===== src/rtl/truth_table_engine_if.sv =====
// Configuration, lookup and sweep signals of the truth-table engine.
interface truth_table_engine_if #(
  parameter int NIN = 4,
  parameter int NFN = 4
);
  logic                   cfg_we;
  logic [2:0]             cfg_fn;
  logic [2**NIN-1:0]      cfg_data;
  logic                   cfg_err;
  logic                   in_valid;
  logic [NIN-1:0]         in_vec;
  logic                   in_ready;
  logic                   out_valid;
  logic [NIN-1:0]         out_idx;
  logic [NFN-1:0]         out_vec;
  logic                   sweep_start;
  logic                   sweep_busy;
  logic                   sweep_done;
  logic [NFN*(NIN+1)-1:0] sweep_cnt;

  modport master (
    output cfg_we, cfg_fn, cfg_data, in_valid, in_vec, sweep_start,
    input  cfg_err, in_ready, out_valid, out_idx, out_vec,
           sweep_busy, sweep_done, sweep_cnt
  );

  modport slave (
    input  cfg_we, cfg_fn, cfg_data, in_valid, in_vec, sweep_start,
    output cfg_err, in_ready, out_valid, out_idx, out_vec,
           sweep_busy, sweep_done, sweep_cnt
  );
endinterface


===== src/rtl/truth_table_engine.sv =====
// Evaluates NFN programmable NIN-input truth tables per lookup or over an exhaustive sweep.
// Latency: one cycle from an accepted input (or sweep step) to out_valid.
// Backpressure: in_ready is high only in IDLE; inputs offered in SWEEP/DONE are not taken.
module truth_table_engine #(
  parameter int NIN = 4,
  parameter int NFN = 4
) (
  input logic                 clk,
  input logic                 rst_n,
  truth_table_engine_if.slave io
);
  localparam int TW = 2**NIN;
  localparam int CW = NIN + 1;
  localparam logic [1:0] ST_IDLE  = 2'd0;
  localparam logic [1:0] ST_SWEEP = 2'd1;
  localparam logic [1:0] ST_DONE  = 2'd2;
  localparam logic [3:0] NFN_L    = 4'(NFN);
  localparam logic [NIN-1:0] IDX_LAST = {NIN{1'b1}};
  localparam logic [NIN-1:0] IDX_ONE  = {{(NIN-1){1'b0}}, 1'b1};

  logic [1:0]             state;
  logic [TW-1:0]          tbl [NFN];
  logic [CW-1:0]          cnt [NFN];
  logic [NIN-1:0]         sweep_idx;
  logic [NIN-1:0]         lk_idx;
  logic [NFN-1:0]         lk_vec;
  logic                   fn_ok;
  logic                   cfg_err_r;
  logic                   out_valid_r;
  logic [NIN-1:0]         out_idx_r;
  logic [NFN-1:0]         out_vec_r;
  logic [NFN*CW-1:0]      sweep_cnt_r;

  assign fn_ok          = ({1'b0, io.cfg_fn} < NFN_L);
  assign io.in_ready    = (state == ST_IDLE);
  assign io.sweep_busy  = (state == ST_SWEEP);
  assign io.sweep_done  = (state == ST_DONE);
  assign io.cfg_err     = cfg_err_r;
  assign io.out_valid   = out_valid_r;
  assign io.out_idx     = out_idx_r;
  assign io.out_vec     = out_vec_r;
  assign io.sweep_cnt   = sweep_cnt_r;

  // One shared lookup port: the sweep index owns it while sweeping.
  always_comb begin
    lk_vec = '0;
    lk_idx = (state == ST_SWEEP) ? sweep_idx : io.in_vec;
    for (int f = 0; f < NFN; f++) begin
      lk_vec[f] = tbl[f][lk_idx];
    end
  end

  always_ff @(posedge clk or negedge rst_n) begin
    if (!rst_n) begin
      cfg_err_r <= 1'b0;
      for (int f = 0; f < NFN; f++) begin
        tbl[f] <= '0;
      end
    end else begin
      cfg_err_r <= 1'b0;
      if (io.cfg_we) begin
        if (state == ST_IDLE && fn_ok) begin
          for (int f = 0; f < NFN; f++) begin
            if (io.cfg_fn == 3'(f)) tbl[f] <= io.cfg_data;
          end
        end else if (state == ST_SWEEP || !fn_ok) begin
          cfg_err_r <= 1'b1;
        end
      end
    end
  end

  always_ff @(posedge clk or negedge rst_n) begin
    if (!rst_n) begin
      state       <= ST_IDLE;
      sweep_idx   <= '0;
      out_valid_r <= 1'b0;
      out_idx_r   <= '0;
      out_vec_r   <= '0;
      sweep_cnt_r <= '0;
      for (int f = 0; f < NFN; f++) begin
        cnt[f] <= '0;
      end
    end else begin
      case (state)
        ST_IDLE: begin
          if (io.sweep_start) begin
            state       <= ST_SWEEP;
            sweep_idx   <= '0;
            out_valid_r <= 1'b0;
            for (int f = 0; f < NFN; f++) begin
              cnt[f] <= '0;
            end
          end else if (io.in_valid) begin
            out_valid_r <= 1'b1;
            out_idx_r   <= io.in_vec;
            out_vec_r   <= lk_vec;
          end else begin
            out_valid_r <= 1'b0;
          end
        end
        ST_SWEEP: begin
          out_valid_r <= 1'b1;
          out_idx_r   <= sweep_idx;
          out_vec_r   <= lk_vec;
          for (int f = 0; f < NFN; f++) begin
            cnt[f] <= cnt[f] + CW'(lk_vec[f]);
          end
          // The final step's contribution is folded in directly so the
          // published counts are complete on the DONE cycle.
          if (sweep_idx == IDX_LAST) begin
            state <= ST_DONE;
            for (int f = 0; f < NFN; f++) begin
              sweep_cnt_r[f*CW +: CW] <= cnt[f] + CW'(lk_vec[f]);
            end
          end else begin
            sweep_idx <= sweep_idx + IDX_ONE;
          end
        end
        ST_DONE: begin
          out_valid_r <= 1'b0;
          state       <= ST_IDLE;
        end
        default: begin
          out_valid_r <= 1'b0;
          state       <= ST_IDLE;
        end
      endcase
    end
  end
endmodule


===== src/flat_wrapper.sv =====
// flat-port wrapper written by rule: the top's interface ports become plain ports
module truth_table_engine_flat 
#(
  parameter int NIN = 4,
  parameter int NFN = 4
)
  (clk, rst_n, io_cfg_we, io_cfg_fn, io_cfg_data, io_in_valid, io_in_vec, io_sweep_start, io_cfg_err, io_in_ready, io_out_valid, io_out_idx, io_out_vec, io_sweep_busy, io_sweep_done, io_sweep_cnt);
  truth_table_engine_if #(.NIN(NIN), .NFN(NFN)) io_i ();
  input logic clk;
  input logic rst_n;
  input wire logic [$bits(io_i.cfg_we)-1:0] io_cfg_we;
  input wire logic [$bits(io_i.cfg_fn)-1:0] io_cfg_fn;
  input wire logic [$bits(io_i.cfg_data)-1:0] io_cfg_data;
  input wire logic [$bits(io_i.in_valid)-1:0] io_in_valid;
  input wire logic [$bits(io_i.in_vec)-1:0] io_in_vec;
  input wire logic [$bits(io_i.sweep_start)-1:0] io_sweep_start;
  output wire logic [$bits(io_i.cfg_err)-1:0] io_cfg_err;
  output wire logic [$bits(io_i.in_ready)-1:0] io_in_ready;
  output wire logic [$bits(io_i.out_valid)-1:0] io_out_valid;
  output wire logic [$bits(io_i.out_idx)-1:0] io_out_idx;
  output wire logic [$bits(io_i.out_vec)-1:0] io_out_vec;
  output wire logic [$bits(io_i.sweep_busy)-1:0] io_sweep_busy;
  output wire logic [$bits(io_i.sweep_done)-1:0] io_sweep_done;
  output wire logic [$bits(io_i.sweep_cnt)-1:0] io_sweep_cnt;
  assign io_i.cfg_we = io_cfg_we;
  assign io_i.cfg_fn = io_cfg_fn;
  assign io_i.cfg_data = io_cfg_data;
  assign io_i.in_valid = io_in_valid;
  assign io_i.in_vec = io_in_vec;
  assign io_i.sweep_start = io_sweep_start;
  assign io_cfg_err = io_i.cfg_err;
  assign io_in_ready = io_i.in_ready;
  assign io_out_valid = io_i.out_valid;
  assign io_out_idx = io_i.out_idx;
  assign io_out_vec = io_i.out_vec;
  assign io_sweep_busy = io_i.sweep_busy;
  assign io_sweep_done = io_i.sweep_done;
  assign io_sweep_cnt = io_i.sweep_cnt;
  truth_table_engine #(.NIN(NIN), .NFN(NFN)) u_core (.clk(clk), .rst_n(rst_n), .io(io_i));
endmodule

===== config.mk =====
export PLATFORM = sky130hd
export DESIGN_NAME = truth_table_engine_flat
export DESIGN_NICKNAME = d
export VERILOG_FILES = /design/src/rtl/truth_table_engine_if.sv /design/src/rtl/truth_table_engine.sv /design/src/flat_wrapper.sv
export SDC_FILE = /design/constraint.sdc
export NUM_CORES = 1
export LEC_CHECK = 0
export CAP_MARGIN = 15
export CORE_MARGIN = 3
export CORE_UTILIZATION = 57
export CTS_BUF_LIST = sky130_fd_sc_hd__clkbuf_16
export CTS_CLUSTER_SIZE = 24
export DETAILED_ROUTE_END_ITERATION = 10
export PLACE_DENSITY = 0.81
export SETUP_SLACK_MARGIN = 0.2
export SKIP_CTS_REPAIR_TIMING = 1
export SYNTH_ARGS = -nofsm -noshare
export SYNTH_HDL_FRONTEND = slang
export SYNTH_SLANG_ARGS = --single-unit

===== constraint.sdc =====
create_clock -name clk -period 3.55 [get_ports clk]
set_clock_uncertainty 0.05 [all_clocks]
set_input_delay 0.5325 -clock clk [delete_from_list [all_inputs] [get_ports clk]]
set_output_delay 0.5325 -clock clk [all_outputs]
set_load 0.03 [all_outputs]

Word level (Yosys, flattened, before mapping)

Cells that the tools add are included.

Add/sub/neg operators: 5
Reductions and logical operators: 15
Muxes and demuxes: 29
Magnitude comparators: 2
Eq/ne operators: 11

Operators with widths:

| operator                                                              | count |
|---|---|
| 20-bit one-hot mux with 2 select lines                                | 1 |
| 4-bit 2-to-1 mux                                                      | 7 |
| 4-bit one-hot mux with 2 select lines                                 | 3 |
| 5-bit by 1-bit adder with 5-bit output                                | 4 |
| 20-bit 2-to-1 mux                                                     | 1 |
| 3-bit AND reduction                                                   | 6 |
| 1-bit binary-select mux with 4-bit select                             | 4 |
| 1-bit 2-to-1 mux                                                      | 9 |
| 2-bit != test (second input constant)                                 | 4 |
| 3-bit by 2-bit == test with 1-bit output (second input constant)      | 2 |
| 2-bit AND reduction                                                   | 3 |
| 4-bit by 5-bit < comparator with 1-bit output (second input constant) | 1 |
| 4-bit by 1-bit adder with 4-bit output (second input constant)        | 1 |
| 4-bit == test (second input constant)                                 | 1 |
| 2-bit 2-to-1 mux                                                      | 2 |
| 2-bit one-hot mux with 2 select lines                                 | 1 |
| 3-bit by 1-bit == test with 1-bit output (second input constant)      | 1 |
| 3-bit zero test                                                       | 1 |
| 3-bit < comparator (second input constant)                            | 1 |
| 2-bit by 1-bit == test with 1-bit output (second input constant)      | 1 |
| 2-bit == test (second input constant)                                 | 1 |
| 2-bit zero test                                                       | 1 |
| 2-bit by 1-bit != test with 1-bit output (second input constant)      | 1 |
| 1-bit one-hot mux with 2 select lines                                 | 1 |
| 4 further kinds                                                       | 4 |

Input port bits: 28
Output and inout port bits: 33
Register bits: 120
Logic and storage cells: 77

Logic depth before layout (Yosys ltp)

Depth after elaboration: 7
Depth in mapped cells: 14
Gate-level depth less buffers: 11

Worst setup path before layout

No wires, ideal clock.

Kind: reg-to-reg
Start: register u_core.sweep_idx[0]
End: register u_core.sweep_cnt_r[4] (netlist: u_core.io.sweep_cnt[4])
Stages on the path, launching flop included: 14
Data required time: 3.372 ns
Clock period less this slack: 2.591 ns
Arrival: 2.413 ns
Setup slack: 0.959 ns
Path through: dfrtp_1 > buf_2 > and3b_1 > a21o_1 > buf_6 > buf_6 > mux2i_1 > o2111ai_1 > mux2_2 > ha_1 > ha_1 > nand3_1 > xor2_1 > o21ai_0

Word-level cells in the longest chain between the ends: 4

Ends and longest elaborated chain:

| item                                      | line                      | RTL |
|---|---|---|
| start, declared                           | truth_table_engine.sv:24  | `logic [NIN-1:0] sweep_idx;` |
| start signal, assigned                    | truth_table_engine.sv:117 | `sweep_idx <= sweep_idx + IDX_ONE;` |
| 4-bit 2-to-1 mux                          | truth_table_engine.sv:47  | `lk_idx = (state == ST_SWEEP) ? sweep_idx : io.in_vec;` |
| 1-bit binary-select mux with 4-bit select | truth_table_engine.sv:49  | `lk_vec[f] = tbl[f][lk_idx];` |
| 1-bit 2-to-1 mux (implied by the code)    | truth_table_engine.sv:49  |  |
| net u_core.lk_vec[0]                      | truth_table_engine.sv:26  | `logic [NFN-1:0] lk_vec;` |
| 5-bit by 1-bit adder with 5-bit output    | truth_table_engine.sv:114 | `sweep_cnt_r[f*CW +: CW] <= cnt[f] + CW'(lk_vec[f]);` |
| end signal, assigned by index             | truth_table_engine.sv:114 |  |
| end, declared                             | truth_table_engine.sv:32  | `logic [NFN*CW-1:0] sweep_cnt_r;` |

The timed path passes the listed nets, and every way through them passes these cells. The select of a mux whose other input is x is not followed.
A chain may end at the register's enable or synchronous reset.

Worst setup path in the final report

Start: register u_core.state[1]
End: register u_core.cnt[4] (netlist bit)

Word-level cells in the longest chain between the ends: 6

Ends and longest elaborated chain:

| item                                      | line                      | RTL |
|---|---|---|
| start, declared                           | truth_table_engine.sv:21  | `logic [1:0] state;` |
| start signal, assigned                    | truth_table_engine.sv:75  | `state <= ST_IDLE;` |
| start signal, assigned                    | truth_table_engine.sv:88  | `state <= ST_SWEEP;` |
| start signal, assigned                    | truth_table_engine.sv:112 | `state <= ST_DONE;` |
| 2-bit by 1-bit == test with 1-bit output  | truth_table_engine.sv:47  |  |
| 4-bit 2-to-1 mux                          | truth_table_engine.sv:47  |  |
| 1-bit binary-select mux with 4-bit select | truth_table_engine.sv:49  |  |
| 1-bit 2-to-1 mux (implied by the code)    | truth_table_engine.sv:49  |  |
| net u_core.lk_vec[3]                      | truth_table_engine.sv:26  |  |
| 5-bit by 1-bit adder with 5-bit output    | truth_table_engine.sv:107 | `cnt[f] <= cnt[f] + CW'(lk_vec[f]);` |
| 20-bit one-hot mux with 2 select lines    | truth_table_engine.sv:85  | `case (state)` |
| end signal, assigned by index             | truth_table_engine.sv:107 |  |
| end, declared                             | truth_table_engine.sv:23  | `logic [CW-1:0] cnt [NFN];` |

The timed path passes the listed nets, and every way through them passes these cells. The select of a mux whose other input is x is not followed.

==> impl_metrics.yaml <==
status:
  status: "finished clean"
die:
  die_h_um: 108
  core-area_sq_mm: 0.00991
  rows: 36
  die_w_um: 108
  start_util_pct: 59.6
  ioPinCount: 61
  die_area_sq_mm: 0.0116
route:
  num_vias: 4419
  wl_um: 13500
  drt_pass1_iterations: 5
  ant_nets: 0
  drt-vias-per-instance: 5.89
  first_iter_violations: 321
  wl_per_cell_um: 18.0
  post-route-drc-count: 0
layout:
  syn_to_final_growth_pct: 22.6
  fin_cells: 750
  fillers: 680
  antenna_cells: 0
  nets: 641
  drive_gt1_share_pct: 21.1
timing:
  post-route-min-period_ps: 3110
  whs_ps: 110
  worst_pin_slew_ps: 828
  fin_tns_setup_ps: 0
  setup_viol: 0
  relSlewSlack_pct: 44.6
  post-route-period-util_pct: 87.6
  rsz0062_at_grt: "no"
  report.final.slew_viol_count: 0
  hold_viol_final: 0
  max_freq_mhz: 322
synthesis:
  synth_cell_types: 51
  netlist_instances: 538
  ys_seq_area_share_pct: 50.8
  synth_top_flop_cell: "dfrtp_1"
  ys_ff_latch: 120
  syn_nets: 575
  syn_area_sq_mm: 0.00591
  synth.top_cell.area_share_pct: 50.8
  yosysWarningCount: 0
  syn_area_per_cell_sq_um: 11.0
  synth_area_leader_cell: "dfrtp_1"
  synth-edff-count: 0
  synth_area_leaders: "dfrtp_1, mux2_2, nand2_1, mux2i_1, o21ai_0"
  async_flop_share_pct: 100
worst_setup_path:
  arrival_ps: 3340
  r2r_setup_slack_ps: 440
  worst_ep_required_time_ps: 3780
  cp-end-kind: "register"
  path_common_cell: "ha_1"
  start_kind: "register"
  crit_chain: "nand2b_1 > buf_4 > a31oi_2 > o32ai_1 > a221oi_1 > mux2_2 > ha_1 > ha_1 > nand3_1 > xor2_1 > o21ai_0"
  crit_type: "register to register"
  crit_fanout: 26
  max_stage_delay_ps: 450
  slowest_stage: "dfrtp_1"
cts:
  numCtsBuffers: 17
  worst_skew_pair.late_latency_ps: 410
  tritoncts: "done"
  htreeDepth: 4
  clk_pin_slew_ps: 60
  root_buffer: "clkbuf_16"
  cts_max_path_buffers: 2
  clock_sinks: 120
grt:
  antenna_found_initial: 0
  grt_pass1_wl_um: 22300
  grt_max_degree: 69
  grt-ovfl-total: 0
  track_usage_pct: 24.9
  grt_pass1_vias: 4426
power_and_ir_drop:
  ir_worst_vdd_mv: 0.508
  power_density_mw_per_mm2: 1050
  leakagePower_uw: 0.00324
  total_power_uw: 7600
placed_design:
  portBuffers: 60
  dp_hpwl_um: 9540
  place_inst: 718
  place.gp.congestion: 0.850
job:
  cap_viol_max_count: 0
hold_path:
  hold_class: "input port to async pin"
-- registers in the layout (all words and copies together) (netlist names) --
name and cells:
u_core.io.out_vec 4, u_core.io.out_idx 4, u_core.io.out_valid 1, u_core.state 2, u_core.sweep_idx 4, u_core.io.sweep_cnt 20, u_core.io.cfg_err 1, u_core.cnt 20
u_core.tbl 64
-- worst paths after layout --
path	start	cells after the start	end
max	u_core.state[1]$_DFFE_PN0P_	11	u_core.cnt[4]$_DFFE_PN0P_
min	rst_n	1	u_core.io.sweep_cnt[12]$_DFFE_PN0P_
max reg2reg	u_core.state[1]$_DFFE_PN0P_	11	u_core.cnt[4]$_DFFE_PN0P_
min reg2reg	u_core.io.sweep_cnt[15]$_DFFE_PN0P_	2	u_core.io.sweep_cnt[15]$_DFFE_PN0P_
max in group asynchronous	rst_n	2	u_core.tbl[6]$_DFFE_PN0P_
min in group clk	u_core.io.sweep_cnt[15]$_DFFE_PN0P_	2	u_core.io.sweep_cnt[15]$_DFFE_PN0P_
-- Yosys cell counts, drive strengths merged, types with 8 or more instances --
| cell type | n |
|---|---|
| nor2 | 16 |
| clkbuf | 12 |
| a21oi | 29 |
| ha | 9 |
| dfrtp | 120 |
| mux2 | 66 |
| nand2 | 78 |
| nand3 | 10 |
| inv | 10 |
| mux2i | 25 |
| a22o | 10 |
| xor2 | 8 |
| o21ai | 45 |
| nand2b | 25 |
| buf | 17 |
-- metrics by stage --
| step | util, % | setup slack, ps | cell area [sq um] |
|---|---|---|---|
| after floorplan | - | 959 | 5910 |
| after detailed placement | 67.0 | 182 | 6640 |
| after global placement | 67.0 | 258 | 6640 |
| after global routing | 73.1 | 250 | 7240 |
| after CTS | 73.1 | 442 | 7240 |
| final | 73.1 | 440 | 7240 |
-- critical path, delay by kind of cell (launching register included) --
family | cells | cell delay, ps
compound gates | 4 | 990
xor+xnor | 1 | 180
fa+ha+maj | 2 | 410
buf+inv | 1 | 260
flops | 1 | 450
mux | 1 | 270
simple gates | 2 | 360
-- kinds of logic after synthesis --
family / count (synthesis) / synth area share [%]
buffers and inverters: 40 / 3.49
multiplexers: 91 / 16.8
AO/OA/AOI/OAI: 117 / 12.8
adder cells (fa/ha/maj): 9 / 1.91
XOR/XNOR: 12 / 1.78
AND/OR/NAND/NOR: 149 / 12.4
flip-flops: 120 / 50.8
-- report_power, final --
group,switching (uW),internal [uW]
clock,644,1100
combinational,1820,1560
sequential,469,2010
total,2930,4670
-- area by class of cell --
type                    count  area, sq um  share of cell area (%)
clock inverters            15          178                    2.45
multi-input cells         378         2700                    37.2
inverters                  11         41.3                   0.570
clock buffers              17          425                    5.87
repair buffers             76          731                    10.1
flip-flops and latches    120         3000                    41.5
well taps                 133          166                    2.30
-- routing by layer --
metal  share of wire, %  track usage [%]  vias to the layer above
met2                 49             40.0                      171
met1                 42             31.7                     2166
met4                2.7             10.6                        0
met5                  0                0                        -
li1                   -                -                     2045
met3                6.9             6.78                       37
-- cell usage in the layout, fill, tap and decap left out, types with 10 or more instances in the layout --
cell type / n
buf_4: 16
a21oi_1: 29
mux2_2: 66
mux2i_1: 25
a22o_1: 10
nor2_1: 15
dfrtp_1: 119
nand2b_1: 25
nand2_1: 78
clkdlybuf4s50_1: 59
clkbuf_16: 17
o21ai_0: 44
No activity file was read; power rests on OpenSTA's default activity.
